## config.mk

```make
export PLATFORM = sky130hd
export DESIGN_NAME = uart_baud_ctrl
export DESIGN_NICKNAME = d
export VERILOG_FILES = /design/src/rtl/uart_baud_ctrl.sv
export SDC_FILE = /design/constraint.sdc
export NUM_CORES = 1
export LEC_CHECK = 0
export CAP_MARGIN = 20
export CORE_MARGIN = 2
export CORE_UTILIZATION = 35
export DETAILED_ROUTE_END_ITERATION = 16
export HOLD_SLACK_MARGIN = 0.08
export PLACE_DENSITY = 0.82
export SYNTH_ARGS = -nofsm -noshare
export SYNTH_HDL_FRONTEND = slang
export SYNTH_SLANG_ARGS = --single-unit
export TNS_END_PERCENT = 50
```

## constraint.sdc

```tcl
create_clock -name i_clk -period 2.1 [get_ports i_clk]
set_input_delay 0.42 -clock i_clk [delete_from_list [all_inputs] [get_ports i_clk]]
set_output_delay 0.42 -clock i_clk [all_outputs]
set_load 0.01 [all_outputs]
```

## src/rtl/uart_baud_ctrl.sv

```systemverilog
// uart_baud_ctrl: owns the x16 baud-tick divisor, takes software writes and optional autobaud.
// Autobaud hardware (rx synchronizer, measurement FSM, T counter) is built only with UART_AUTOBAUD_EN.
module uart_baud_ctrl #(
   parameter logic [10:0] DEFAULT_DVSR = 11'd325
) (
   input  logic        i_clk,
   input  logic        i_rst_n,
   input  logic        i_wr_valid,
   input  logic [10:0] i_wr_dvsr,
   output logic        o_wr_ready,
   input  logic        i_auto_req,
   input  logic        i_rx,
   output logic [10:0] o_dvsr,
   output logic        o_gen_rst,
   output logic        o_auto_busy,
   output logic        o_auto_done,
   output logic        o_auto_err,
   output logic        o_cfg_err
);

   typedef enum logic [2:0] {
      IDLE,
      WAIT_IDLE,
      WAIT_FALL,
      MEASURE,
      APPLY
   } state_t;

   state_t state_reg;
   logic   wr_fire;
   logic   wr_zero;

   assign o_wr_ready = (state_reg == IDLE);
   assign wr_fire    = i_wr_valid && o_wr_ready;
   assign wr_zero    = (i_wr_dvsr == 11'd0);

`ifdef UART_AUTOBAUD_EN
   logic        rx_meta_reg;
   logic        rx_sync_reg;
   logic        rx_prev_reg;
   logic        rx_fall;
   logic        rx_rise;
   logic [15:0] t_reg;
   logic [16:0] cand;
   logic        cand_ok;

   // Flops reset to idle-high so leaving reset never looks like a start bit.
   always_ff @(posedge i_clk) begin
      if (!i_rst_n) begin
         rx_meta_reg <= 1'b1;
         rx_sync_reg <= 1'b1;
         rx_prev_reg <= 1'b1;
      end else begin
         rx_meta_reg <= i_rx;
         rx_sync_reg <= rx_meta_reg;
         rx_prev_reg <= rx_sync_reg;
      end
   end

   assign rx_fall = rx_prev_reg & ~rx_sync_reg;
   assign rx_rise = ~rx_prev_reg & rx_sync_reg;

   // A start bit spans 16 ticks: round T/16 to nearest, minus one for the period+1 counter.
   assign cand    = ((({1'b0, t_reg}) + 17'd8) >> 4) - 17'd1;
   assign cand_ok = (cand >= 17'd1) && (cand <= 17'd2047);

   always_ff @(posedge i_clk) begin
      if (!i_rst_n) begin
         state_reg   <= IDLE;
         o_dvsr      <= DEFAULT_DVSR;
         o_gen_rst   <= 1'b1;
         o_auto_busy <= 1'b0;
         o_auto_done <= 1'b0;
         o_auto_err  <= 1'b0;
         o_cfg_err   <= 1'b0;
         t_reg       <= 16'd0;
      end else begin
         o_gen_rst   <= 1'b0;
         o_auto_done <= 1'b0;
         o_auto_err  <= 1'b0;
         o_cfg_err   <= 1'b0;
         case (state_reg)
            IDLE: begin
               if (wr_fire) begin
                  if (wr_zero) begin
                     o_cfg_err <= 1'b1;
                  end else begin
                     o_dvsr    <= i_wr_dvsr;
                     o_gen_rst <= 1'b1;
                  end
               end else if (i_auto_req) begin
                  state_reg   <= WAIT_IDLE;
                  o_auto_busy <= 1'b1;
               end
            end
            WAIT_IDLE: begin
               if (rx_sync_reg) begin
                  state_reg <= WAIT_FALL;
               end
            end
            WAIT_FALL: begin
               if (rx_fall) begin
                  state_reg <= MEASURE;
                  t_reg     <= 16'd1;
               end else begin
                  t_reg <= 16'd0;
               end
            end
            MEASURE: begin
               if (rx_rise) begin
                  state_reg <= APPLY;
               end else if (t_reg == 16'hFFFF) begin
                  state_reg   <= IDLE;
                  o_auto_busy <= 1'b0;
                  o_auto_err  <= 1'b1;
               end else if (!rx_sync_reg) begin
                  t_reg <= t_reg + 16'd1;
               end
            end
            APPLY: begin
               state_reg   <= IDLE;
               o_auto_busy <= 1'b0;
               if (cand_ok) begin
                  o_dvsr      <= cand[10:0];
                  o_gen_rst   <= 1'b1;
                  o_auto_done <= 1'b1;
               end else begin
                  o_auto_err <= 1'b1;
               end
            end
            default: begin
               state_reg   <= IDLE;
               o_auto_busy <= 1'b0;
            end
         endcase
      end
   end
`else
   // Without autobaud the rx line and request are dead inputs.
   wire unused_inputs = &{1'b0, i_auto_req, i_rx};

   assign o_auto_busy = 1'b0;
   assign o_auto_done = 1'b0;
   assign o_auto_err  = 1'b0;

   always_ff @(posedge i_clk) begin
      if (!i_rst_n) begin
         state_reg <= IDLE;
         o_dvsr    <= DEFAULT_DVSR;
         o_gen_rst <= 1'b1;
         o_cfg_err <= 1'b0;
      end else begin
         state_reg <= IDLE;
         o_gen_rst <= 1'b0;
         o_cfg_err <= 1'b0;
         if (wr_fire) begin
            if (wr_zero) begin
               o_cfg_err <= 1'b1;
            end else begin
               o_dvsr    <= i_wr_dvsr;
               o_gen_rst <= 1'b1;
            end
         end
      end
   end
`endif

endmodule

```

==> flow_metrics.env <==
export IMPL_run_status="finished clean"
export IMPL_cts_reportedPaths_clkPinSlew_ns=0.08
export IMPL_cap_violations=0
export IMPL_rsz0062_at_grt="no"
export IMPL_mostFrequentLayoutCell="clkdlybuf4s50_1"
export IMPL_cp_cell_sequence="clkdlybuf4s50_1, or4_4, o31ai_4, buf_4, mux2i_1"
export IMPL_grt_max_degree=13
export IMPL_drive_gt1_share_pct=17.05
export IMPL_port_buffers=26
export IMPL_cts_max_path_buffers=2
export IMPL_grt_use_total_pct=15.31
export IMPL_die_area_sq_um=1902
export IMPL_cts_sinks=13
export IMPL_fin_crit_sh_pct=87.29
export IMPL_min_path_cells=1
export IMPL_die_h_um=43.62
export IMPL_area_growth_pct=56.49
export IMPL_cp_required_ns=2.31
export IMPL_cts_setup_buffers=0
export IMPL_syn_avg_cell_area_sq_um=9.636
export IMPL_row_count=14
export IMPL_crit_arrival_ns=2.04
export IMPL_cts_tree="built"
export IMPL_hpwlAfterDp_mm=1.006
export IMPL_synth_seq_area_share_pct=47.38
export IMPL_wire_per_inst_um=12.38
export IMPL_r2r_cells=1
export IMPL_setup_ws_ns=0.2669
export IMPL_path_max_fanout=6
export IMPL_ios=33
export IMPL_fin_area_sq_um=859.6
export IMPL_final_nets=105
export IMPL_cts_root_buffer="clkbuf_4"
export IMPL_core_area_sq_um=1489
export IMPL_slew_viol_final=0
export IMPL_cts_resized=0
export IMPL_start_util_pct=36.89
export IMPL_ant_nets=0
export IMPL_crit_path_top_delay_cell="or4_4"
export IMPL_drcViolationCount=0
export IMPL_first_pass_iters=4
export IMPL_final_cell_mix="clkdlybuf4s50_1 (26), dfxtp_1 (13), nor2_1 (9)"
export IMPL_ys_types=16
export IMPL_pwr_density_cell_nw_per_um2=624.0
export IMPL_synth_seq_cells=13
export IMPL_hold_path_end="o_dvsr[8]"
export IMPL_cp_start_kind="input port"
export IMPL_cts_hold_fix_buffers=0
export IMPL_r2r_end="o_dvsr[2]"
export IMPL_synthCells=57
export IMPL_antenna_found_initial=0
export IMPL_r2r_start="o_dvsr[2]"
export IMPL_routed_via_density=4.933
export IMPL_antennaDiodeCount=0
export IMPL_postPlaceCellArea_sq_um=833.3
export IMPL_yosys_warnings=0
export IMPL_hold_viol=0
export IMPL_cellLeakagePower_nw=0.3400
export IMPL_worstHoldPathType="reg -> reg"
export IMPL_die_w_um=43.62
export IMPL_first_iter_violations=9
export IMPL_gp_congestion=0.6858
export IMPL_cts_buffers=3
export IMPL_clk_latency_ns=0.27
export IMPL_grt_pass1_wl_mm=2.187
export IMPL_synthesis_area_sq_um=549.3
export IMPL_rrSetupSlack_ns=1.33
export IMPL_slowest_delay_ns=0.56
export IMPL_routed_wl_mm=1.287
export IMPL_gr_total_overflow=0
export IMPL_end_kind="register"
export IMPL_period_needed_ns=1.833
export IMPL_hp_start="o_dvsr[8]"
export IMPL_finalPower_mw=0.5364
export IMPL_skew_ns=0
export IMPL_place_worst_setup_slack_ns=-0.02201
export IMPL_vias=513
export IMPL_crit_type="in -> reg"
export IMPL_ir_drop_uv=304.3
export IMPL_max_clock_freq_mhz=545.5
export IMPL_first_global_vias=506
export IMPL_htreeDepth=1
export IMPL_setup_violations=0
-- metrics by stage --
step | utilization, % | hold WS [ns] | instances | setup TNS, ns
after global placement | 55.97 | 0.4781 | 100 | 0
final | 57.73 | 0.4953 | 104 | 0
after floorplan | - | 0.4819 | 59 | 0
after detailed placement | 55.97 | 0.4833 | 100 | -0.02201
after global routing | 57.73 | 0.5255 | 104 | 0
after CTS | 57.73 | 0.5022 | 104 | 0
-- sequential cells by signal, summed over array words and instances, names as in the netlist --
signal	count
o_dvsr	11
o_gen_rst	1
o_cfg_err	1
-- synth_stat cells (all sizes together) --
| master | number | area, sq um |
|---|---|---|
| a21oi | 7 | 35.03 |
| or4 | 2 | 22.52 |
| o21a | 7 | 52.55 |
| mux2i | 1 | 10.01 |
| a221o | 3 | 33.78 |
| o31ai | 1 | 21.27 |
| clkbuf | 2 | 7.510 |
| inv | 1 | 3.750 |
| or3 | 1 | 6.260 |
| buf | 5 | 41.29 |
| nand2 | 2 | 7.510 |
| dfxtp | 13 | 260.3 |
| nor2 | 9 | 33.78 |
| nor4 | 1 | 6.260 |
| conb | 2 | 7.510 |
-- routing by layer --
metal  wire length (um)  vias to the layer above  track usage [%]
met4                  0                        0            7.273
met1                556                      239            17.74
li1                   -                      252                -
met3                 80                        0            3.333
met2                650                       22            26.47
met5                  0                        -                0
-- cells by family (layout without fill, tap and decap cells) --
logic type	after synthesis	count (layout)	synth area share [%]
multiplexers	1	1	1.822
buffers and inverters	8	37	9.567
AO/OA/AOI/OAI	18	18	25.97
AND/OR/NAND/NOR	15	15	13.90
flip-flops	13	13	47.38
other	2	4	1.367
-- critical path, delay by kind of cell --
family,cells,cell delay [ns]
simple gates,1,0.56
buf+inv,2,0.62
compound gates,1,0.27
mux,1,0.17
-- cell type report --
cell class              instances  area, sq um
clock buffers                   4        26.28
repair buffers                 32        305.3
fillers                       139        629.4
inverters                       1        3.754
flip-flops and latches         13        260.3
multi-input cells              38        244.0
well taps                      16        20.02
-- where the power goes --
group	switching, mW	internal (mW)	total, mW
Clock	0.0821	0.0735	0.156
Sequential	0.00709	0.260	0.267
Combinational	0.0458	0.0676	0.113
-- how the worst max path moves through the flow --
stage                            start        end  slack [ns]  cells after the start
after global routing      i_wr_dvsr[7]  o_dvsr[0]        0.17                      5
final                     i_wr_dvsr[9]  o_dvsr[0]        0.27                      5
after floorplan           i_wr_dvsr[7]  o_dvsr[0]        0.47                      4
after global placement    i_wr_dvsr[9]  o_dvsr[0]        0.01                      5
after detailed placement  i_wr_dvsr[9]  o_dvsr[0]       -0.02                      5
after CTS                 i_wr_dvsr[9]  o_dvsr[0]        0.26                      5
(Power assumes the default switching activity.)
